--- config.mk ---
export PLATFORM = sky130hd
export DESIGN_NAME = ps2_keypad_mapper
export DESIGN_NICKNAME = d
export VERILOG_FILES = /design/src/rtl/ps2_keypad_mapper_pkg.sv /design/src/rtl/ps2_keypad_mapper_key_hold_timer.sv /design/src/rtl/ps2_keypad_mapper.sv
export SDC_FILE = /design/constraint.sdc
export NUM_CORES = 1
export LEC_CHECK = 0
export CAP_MARGIN = 20
export CELL_PAD_IN_SITES_DETAIL_PLACEMENT = 1
export CELL_PAD_IN_SITES_GLOBAL_PLACEMENT = 1
export CORE_MARGIN = 10
export CORE_UTILIZATION = 45
export DETAILED_ROUTE_END_ITERATION = 8
export GPL_TIMING_DRIVEN = 0
export HOLD_SLACK_MARGIN = 0.06
export PLACE_DENSITY = 0.83
export SYNTH_ARGS = -nofsm -noshare
export SYNTH_HDL_FRONTEND = slang
export SYNTH_SLANG_ARGS = --single-unit
--- constraint.sdc ---
create_clock -name clk_sys -period 10 [get_ports clk_sys]
set_input_delay 3 -clock clk_sys [delete_from_list [all_inputs] [get_ports clk_sys]]
set_output_delay 3 -clock clk_sys [all_outputs]
set_load 0.1 [all_outputs]
--- src/rtl/ps2_keypad_mapper_pkg.sv ---
// ps2_keypad_pkg
// Shared definitions for the PS/2 -> ColecoVision keypad mapper:
//   - set-2 scancodes of every mapped key
//   - joystick bit indices of the merged joystick word
//   - direction encodings for the opposite-direction resolver
//   - decode_key(): {extended, code} -> 20-bit one-hot (zero if unmapped)
package ps2_keypad_pkg;

    localparam int NUM_KEYS = 20;

    // Joystick bit indices
    localparam int JB_RIGHT  = 0;
    localparam int JB_LEFT   = 1;
    localparam int JB_DOWN   = 2;
    localparam int JB_UP     = 3;
    localparam int JB_FIRE1  = 4;
    localparam int JB_FIRE2  = 5;
    localparam int JB_STAR   = 6;
    localparam int JB_HASH   = 7;
    localparam int JB_KEY0   = 8;
    localparam int JB_PURPLE = 18;
    localparam int JB_BLUE   = 19;

    // Extended scancodes (arrows)
    localparam logic [7:0] SC_RIGHT = 8'h74;
    localparam logic [7:0] SC_LEFT  = 8'h6B;
    localparam logic [7:0] SC_DOWN  = 8'h72;
    localparam logic [7:0] SC_UP    = 8'h75;

    // Non-extended scancodes
    localparam logic [7:0] SC_LCTRL  = 8'h14;
    localparam logic [7:0] SC_LALT   = 8'h11;
    localparam logic [7:0] SC_STAR   = 8'h7C;
    localparam logic [7:0] SC_HASH   = 8'h79;
    localparam logic [7:0] SC_PURPLE = 8'h1A;
    localparam logic [7:0] SC_BLUE   = 8'h22;

    localparam logic [7:0] SC_0 = 8'h45;
    localparam logic [7:0] SC_1 = 8'h16;
    localparam logic [7:0] SC_2 = 8'h1E;
    localparam logic [7:0] SC_3 = 8'h26;
    localparam logic [7:0] SC_4 = 8'h25;
    localparam logic [7:0] SC_5 = 8'h2E;
    localparam logic [7:0] SC_6 = 8'h36;
    localparam logic [7:0] SC_7 = 8'h3D;
    localparam logic [7:0] SC_8 = 8'h3E;
    localparam logic [7:0] SC_9 = 8'h46;

    localparam logic [7:0] SC_KP0 = 8'h70;
    localparam logic [7:0] SC_KP1 = 8'h69;
    localparam logic [7:0] SC_KP2 = 8'h72;
    localparam logic [7:0] SC_KP3 = 8'h7A;
    localparam logic [7:0] SC_KP4 = 8'h6B;
    localparam logic [7:0] SC_KP5 = 8'h73;
    localparam logic [7:0] SC_KP6 = 8'h74;
    localparam logic [7:0] SC_KP7 = 8'h6C;
    localparam logic [7:0] SC_KP8 = 8'h75;
    localparam logic [7:0] SC_KP9 = 8'h7D;

    // Most recently pressed horizontal / vertical direction
    typedef enum logic { H_RIGHT = 1'b0, H_LEFT = 1'b1 } h_dir_e;
    typedef enum logic { V_DOWN  = 1'b0, V_UP   = 1'b1 } v_dir_e;

    // Extended and plain codes are decoded separately: plain 72/6B/74/75
    // are keypad digits, only their extended forms are arrows.
    function automatic logic [NUM_KEYS-1:0] decode_key(input logic ext,
                                                        input logic [7:0] code);
        logic [NUM_KEYS-1:0] m;
        m = '0;
        if (ext) begin
            case (code)
                SC_RIGHT: m[JB_RIGHT] = 1'b1;
                SC_LEFT:  m[JB_LEFT]  = 1'b1;
                SC_DOWN:  m[JB_DOWN]  = 1'b1;
                SC_UP:    m[JB_UP]    = 1'b1;
                default:  m = '0;
            endcase
        end else begin
            case (code)
                SC_LCTRL:      m[JB_FIRE1]  = 1'b1;
                SC_LALT:       m[JB_FIRE2]  = 1'b1;
                SC_STAR:       m[JB_STAR]   = 1'b1;
                SC_HASH:       m[JB_HASH]   = 1'b1;
                SC_PURPLE:     m[JB_PURPLE] = 1'b1;
                SC_BLUE:       m[JB_BLUE]   = 1'b1;
                SC_0, SC_KP0:  m[JB_KEY0 + 0] = 1'b1;
                SC_1, SC_KP1:  m[JB_KEY0 + 1] = 1'b1;
                SC_2, SC_KP2:  m[JB_KEY0 + 2] = 1'b1;
                SC_3, SC_KP3:  m[JB_KEY0 + 3] = 1'b1;
                SC_4, SC_KP4:  m[JB_KEY0 + 4] = 1'b1;
                SC_5, SC_KP5:  m[JB_KEY0 + 5] = 1'b1;
                SC_6, SC_KP6:  m[JB_KEY0 + 6] = 1'b1;
                SC_7, SC_KP7:  m[JB_KEY0 + 7] = 1'b1;
                SC_8, SC_KP8:  m[JB_KEY0 + 8] = 1'b1;
                SC_9, SC_KP9:  m[JB_KEY0 + 9] = 1'b1;
                default:       m = '0;
            endcase
        end
        return m;
    endfunction

endpackage

--- src/rtl/ps2_keypad_mapper_key_hold_timer.sv ---
// key_hold_timer
// Physical-state flag plus minimum-hold counter for one mapped key.
// Ports:
//   clk_sys, reset  clock, asynchronous active-high reset
//   clr_i           synchronous clear of flag and counter (keyboard disabled)
//   press_i         press event: flag set, counter loaded with HOLD_TICKS
//   release_i       release event: flag cleared, counter keeps running
//   tick_i          hold tick: nonzero counter decrements
//   active_o        flag | (counter != 0)
module key_hold_timer #(
    parameter int HOLD_TICKS = 16
) (
    input  logic clk_sys,
    input  logic reset,
    input  logic clr_i,
    input  logic press_i,
    input  logic release_i,
    input  logic tick_i,
    output logic active_o
);

    logic       phys_q, phys_d;
    logic [4:0] hold_q, hold_d;

    always_comb begin
        phys_d = phys_q;
        hold_d = hold_q;
        if (clr_i) begin
            phys_d = 1'b0;
            hold_d = '0;
        end else if (press_i) begin
            // A reload beats a coincident tick so a tap never loses a tick.
            phys_d = 1'b1;
            hold_d = 5'(HOLD_TICKS);
        end else begin
            if (release_i) begin
                phys_d = 1'b0;
            end
            if (tick_i && hold_q != '0) begin
                hold_d = hold_q - 5'd1;
            end
        end
    end

    always_ff @(posedge clk_sys or posedge reset) begin
        if (reset) begin
            phys_q <= 1'b0;
            hold_q <= '0;
        end else begin
            phys_q <= phys_d;
            hold_q <= hold_d;
        end
    end

    assign active_o = phys_q | (hold_q != '0);

endmodule

--- src/rtl/ps2_keypad_mapper.sv ---
// ps2_keypad_mapper
// Turns PS/2 key events into ColecoVision joystick/keypad bits, stretches
// short taps, resolves opposite directions (last pressed wins) and ORs the
// result into the host joystick word.
// Ports:
//   clk_sys      system clock
//   reset        asynchronous active-high reset
//   ps2_key      [7:0] code, [8] extended, [9] pressed, [10] event toggle
//   kbd_en       1 = mapping active, 0 = state flushed, joy_i passed through
//   joy_i        host joystick word
//   joy_o        registered merged joystick word
//   kbd_state_o  registered effective keyboard bits
module ps2_keypad_mapper
    import ps2_keypad_pkg::*;
#(
    parameter int PRESCALE   = 21477,
    parameter int HOLD_TICKS = 16
) (
    input  logic        clk_sys,
    input  logic        reset,
    input  logic [10:0] ps2_key,
    input  logic        kbd_en,
    input  logic [31:0] joy_i,
    output logic [31:0] joy_o,
    output logic [19:0] kbd_state_o
);

    localparam int PW = $clog2(PRESCALE);

    // Event capture. The valid flags make sure the first real sample after
    // reset only seeds the previous-toggle register.
    logic [10:0] key_q;
    logic        key_valid_q;
    logic        tog_prev_q;
    logic        prev_valid_q;
    logic        evt;

    always_ff @(posedge clk_sys or posedge reset) begin
        if (reset) begin
            key_q        <= '0;
            key_valid_q  <= 1'b0;
            tog_prev_q   <= 1'b0;
            prev_valid_q <= 1'b0;
        end else begin
            key_q        <= ps2_key;
            key_valid_q  <= 1'b1;
            tog_prev_q   <= key_q[10];
            prev_valid_q <= key_valid_q;
        end
    end

    assign evt = key_valid_q && prev_valid_q && (key_q[10] != tog_prev_q);

    logic [NUM_KEYS-1:0] hit, press_vec, rel_vec, eff;

    assign hit       = decode_key(key_q[8], key_q[7:0]);
    assign press_vec = hit & {NUM_KEYS{evt &  key_q[9]}};
    assign rel_vec   = hit & {NUM_KEYS{evt & ~key_q[9]}};

    // Hold tick prescaler
    logic [PW-1:0] presc_q, presc_d;
    logic          tick;

    assign tick = (presc_q == PW'(PRESCALE - 1));

    always_comb begin
        presc_d = presc_q + PW'(1);
        if (tick) begin
            presc_d = '0;
        end
    end

    always_ff @(posedge clk_sys or posedge reset) begin
        if (reset) begin
            presc_q <= '0;
        end else begin
            presc_q <= presc_d;
        end
    end

    generate
        for (genvar gi = 0; gi < NUM_KEYS; gi++) begin : g_key
            key_hold_timer #(
                .HOLD_TICKS (HOLD_TICKS)
            ) u_timer (
                .clk_sys   (clk_sys),
                .reset     (reset),
                .clr_i     (~kbd_en),
                .press_i   (press_vec[gi]),
                .release_i (rel_vec[gi]),
                .tick_i    (tick),
                .active_o  (eff[gi])
            );
        end
    endgenerate

    // Most recent direction on each axis
    h_dir_e last_h_q, last_h_d;
    v_dir_e last_v_q, last_v_d;

    always_comb begin
        last_h_d = last_h_q;
        last_v_d = last_v_q;
        if (!kbd_en) begin
            last_h_d = H_RIGHT;
            last_v_d = V_DOWN;
        end else begin
            if (press_vec[JB_RIGHT])     last_h_d = H_RIGHT;
            else if (press_vec[JB_LEFT]) last_h_d = H_LEFT;
            if (press_vec[JB_DOWN])      last_v_d = V_DOWN;
            else if (press_vec[JB_UP])   last_v_d = V_UP;
        end
    end

    always_ff @(posedge clk_sys or posedge reset) begin
        if (reset) begin
            last_h_q <= H_RIGHT;
            last_v_q <= V_DOWN;
        end else begin
            last_h_q <= last_h_d;
            last_v_q <= last_v_d;
        end
    end

    // Opposite-direction resolution and output assembly
    logic [19:0] kbd_d;
    logic [31:0] joy_d;

    always_comb begin
        kbd_d = eff;
        if (eff[JB_RIGHT] && eff[JB_LEFT]) begin
            if (last_h_q == H_LEFT) kbd_d[JB_RIGHT] = 1'b0;
            else                    kbd_d[JB_LEFT]  = 1'b0;
        end
        if (eff[JB_DOWN] && eff[JB_UP]) begin
            if (last_v_q == V_UP) kbd_d[JB_DOWN] = 1'b0;
            else                  kbd_d[JB_UP]   = 1'b0;
        end
        if (!kbd_en) begin
            kbd_d = '0;
        end
        joy_d = {joy_i[31:20], joy_i[19:0] | kbd_d};
    end

    always_ff @(posedge clk_sys or posedge reset) begin
        if (reset) begin
            kbd_state_o <= '0;
            joy_o       <= '0;
        end else begin
            kbd_state_o <= kbd_d;
            joy_o       <= joy_d;
        end
    end

endmodule

==> flow_metrics.tcl <==
set metrics [dict create \
    status "finished, final reports clean" \
    start_util 0.456 \
    synth_top_area_cell "dfrtp_1" \
    cp.arrival_ns 2.00 \
    area_growth_pct 22.5 \
    fin_tns_setup_ns 0 \
    fin_crit_sh 0.500 \
    firstDrtPassIters 5 \
    syn_avg_cell_area_um2 10.1 \
    clkTransAtPathRegs_ns 0.05 \
    slowest_delay_ns 1.16 \
    crit_family "buffers and inverters" \
    path_cells "clkdlybuf4s50_1" \
    hold_violations 0 \
    grt_max_degree 133 \
    cts_tree "done" \
    crit_type "reg2out" \
    hold_buffers 0 \
    root_buffer "clkbuf_16" \
    final.setup_skew_ns 0.00953 \
    place.gp.congestion 0.948 \
    ys_ff_latch 203 \
    core-area_um2 21000 \
    die_area_um2 27500 \
    synthArstFlopShare 1.00 \
    num-fill-cells 2337 \
    multiInputGateArea_um2 4010 \
    synth_cell_types 54 \
    synthCells 953 \
    synthTopCellsByArea "dfrtp_1 (53%), a21oi_1 (5.0%), o21ai_0 (4.5%)" \
    slew_headroom 0.319 \
    drt-total-wl_mm 29.4 \
    cts.sinks 203 \
    setup_viol 0 \
    io_pins 98 \
    grt_pass1_wl_mm 47.3 \
    timing.fmax_mhz 200 \
    worstMarginPinSlew_ns 1.01 \
    required_ns 7.00 \
    dp_slack_ns 5.02 \
    insertion_delay_ns 0.52 \
    clock_path_buffers 3 \
    dpl_cell_area_um2 10900 \
    powerDensity_nw_per_um2 160 \
    startpoint_type "register" \
    wire_per_inst_um 21.5 \
    rsz0062_at_grt "no" \
    cp_slowest_cell "clkdlybuf4s50_1" \
    num_vias 8208 \
    cts_resized 0 \
    cts_max_level 1 \
    synth_warnings 0 \
    seq_area_um2 5080 \
    synth_fp_nets 1021 \
    antenna_found_initial 0 \
    drc 0 \
    vias_per_cell 6.00 \
    final_nets 1144 \
    layout_setup_ws_ns 5.00 \
    hp-class "reg2reg" \
    fp.dieH_um 166 \
    drive_gt1_frac 0.0815 \
    synthesis.area_um2 9590 \
    dp.cells 1325 \
    cellLeakagePower_nw 4.94 \
    hpwl_mm 20.4 \
    grt_usage 0.207 \
    row_count 53 \
    die_w_um 166 \
    first_global_vias 8645 \
    endpoint_kind "output pin" \
    post_cts_buffers 0 \
    io_buffers 96 \
    drt_iter0_markers 587 \
    final_cells 1367 \
    numCtsBuffers 24 \
    fin_crit_ns 5.00 \
    n_antenna_cell 0 \
    synth_top_area_frac 0.530 \
    synth_edf_count 0 \
    ant_nets 0 \
    ir_worst_vdd_v 0.000131 \
    worstPathMaxFanout 1 \
    slew_viol_final 0 \
    gr-total-overflow 0 \
    maxCapViolCount 0 \
    fin_area_um2 11700 \
    critical_path_buf_inv_count 1 \
    yosys_most_used_dff "dfrtp_1" \
    ys_seq_area_frac 0.530 \
    fin_util 0.559 \
]
## kinds of logic (layout without fill, tap and decap cells)
group,Yosys count,in the layout,synth area share
AO/OA/AOI/OAI,274,274,0.173
XOR/XNOR,11,11,0.0101
adder cells (fa/ha/maj),22,22,0.0287
buffers and inverters,124,263,0.0521
flip-flops,203,203,0.530
multiplexers,10,10,0.0104
other,1,1,0.000391
AND/OR/NAND/NOR,308,308,0.195
## cells in the final DEF (no fill, tap or decap), types with 5 or more instances in the layout
cell type	instances
o21a_1	18
ha_1	22
nor4_1	10
or3b_2	7
clkdlybuf4s50_1	96
a21oi_1	95
nor3_1	11
or2_2	21
a2111oi_0	8
inv_1	75
nor2_1	42
or4b_2	9
o21ai_0	87
a211oi_1	28
dfrtp_1	203
mux2i_1	10
nand3_1	41
o31ai_1	12
nand2_1	21
clkbuf_16	25
o41ai_1	7
xnor2_1	8
clkbuf_8	7
or4_1	37
clkbuf_1	45
nand4_1	11
nor4bb_1	6
nand2b_1	5
o31a_1	5
or3_1	58
## per-layer routing
metal  vias up  track usage  share of wire
met5         -            0              0
met4         0       0.0586          0.018
met3        39       0.0466          0.062
met2       246        0.342           0.48
met1      4184        0.265           0.44
li1       3739            -              -
## sequential cells by signal (all words and copies together), names as in the netlist
| name | flops |
|---|---|
| tog_prev_q | 1 |
| presc_q | 15 |
| prev_valid_q | 1 |
| last_h_q | 1 |
| g_key.u_timer.phys_q | 20 |
| key_valid_q | 1 |
| kbd_state_o | 20 |
| joy_o | 32 |
| g_key.u_timer.hold_q | 100 |
| key_q | 11 |
| last_v_q | 1 |
## power by group
group          total, mW  leakage (nW)  switching, mW  internal, mW
Clock              0.895         0.407          0.339         0.556
Sequential         0.837          2.72        0.00581         0.831
Combinational      0.141          1.82          0.103        0.0373
## through the flow
step                      power, mW  hold slack (ns)
after floorplan               0.939            0.372
after global placement        0.988            0.394
after detailed placement      0.993            0.407
after CTS                      1.89            0.422
after global routing           1.94            0.428
final                          1.87            0.415
## worst paths after layout
| check | startpoint | to | slack (ns) | depth (start not counted) |
|---|---|---|---|---|
| max | joy_o[12] | joy_o[12] | 5.00 | 1 |
| min | key_q[10] | tog_prev_q | 0.42 | 0 |
| max reg2reg | presc_q[3] | g_key[3].u_timer.hold_q[0] | 6.68 | 6 |
| min reg2reg | key_q[10] | tog_prev_q | 0.42 | 0 |
| max in group asynchronous | reset | g_key[9].u_timer.hold_q[1] | 6.01 | 3 |
| min in group asynchronous | reset | joy_o[31] | 2.94 | 2 |
## cell usage after synthesis, types with 5 or more instances
cell / count
nand2_1: 21
nor3_1: 11
a211oi_1: 28
o41ai_1: 7
nor4_1: 10
or2_2: 21
nand2b_1: 5
o21a_1: 18
mux2i_1: 10
inv_1: 76
a2111oi_0: 8
nand4_1: 11
o21ai_0: 87
ha_1: 22
or3b_2: 7
dfrtp_1: 203
o31ai_1: 12
nand3_1: 41
xnor2_1: 8
or4_1: 37
or4b_2: 9
or3_1: 58
clkbuf_1: 41
o31a_1: 5
nor2_1: 42
a21oi_1: 95
nor4bb_1: 6
## layout make-up
class,instances,area share
buffer,48,0.0182
clock buffer,36,0.0628
clock inverter,6,0.00682
inverter,76,0.0249
multi-input combinational,626,0.341
sequential,203,0.433
tap,275,0.0293
timing repair buffer,97,0.0842
(Power assumes the default switching activity.)
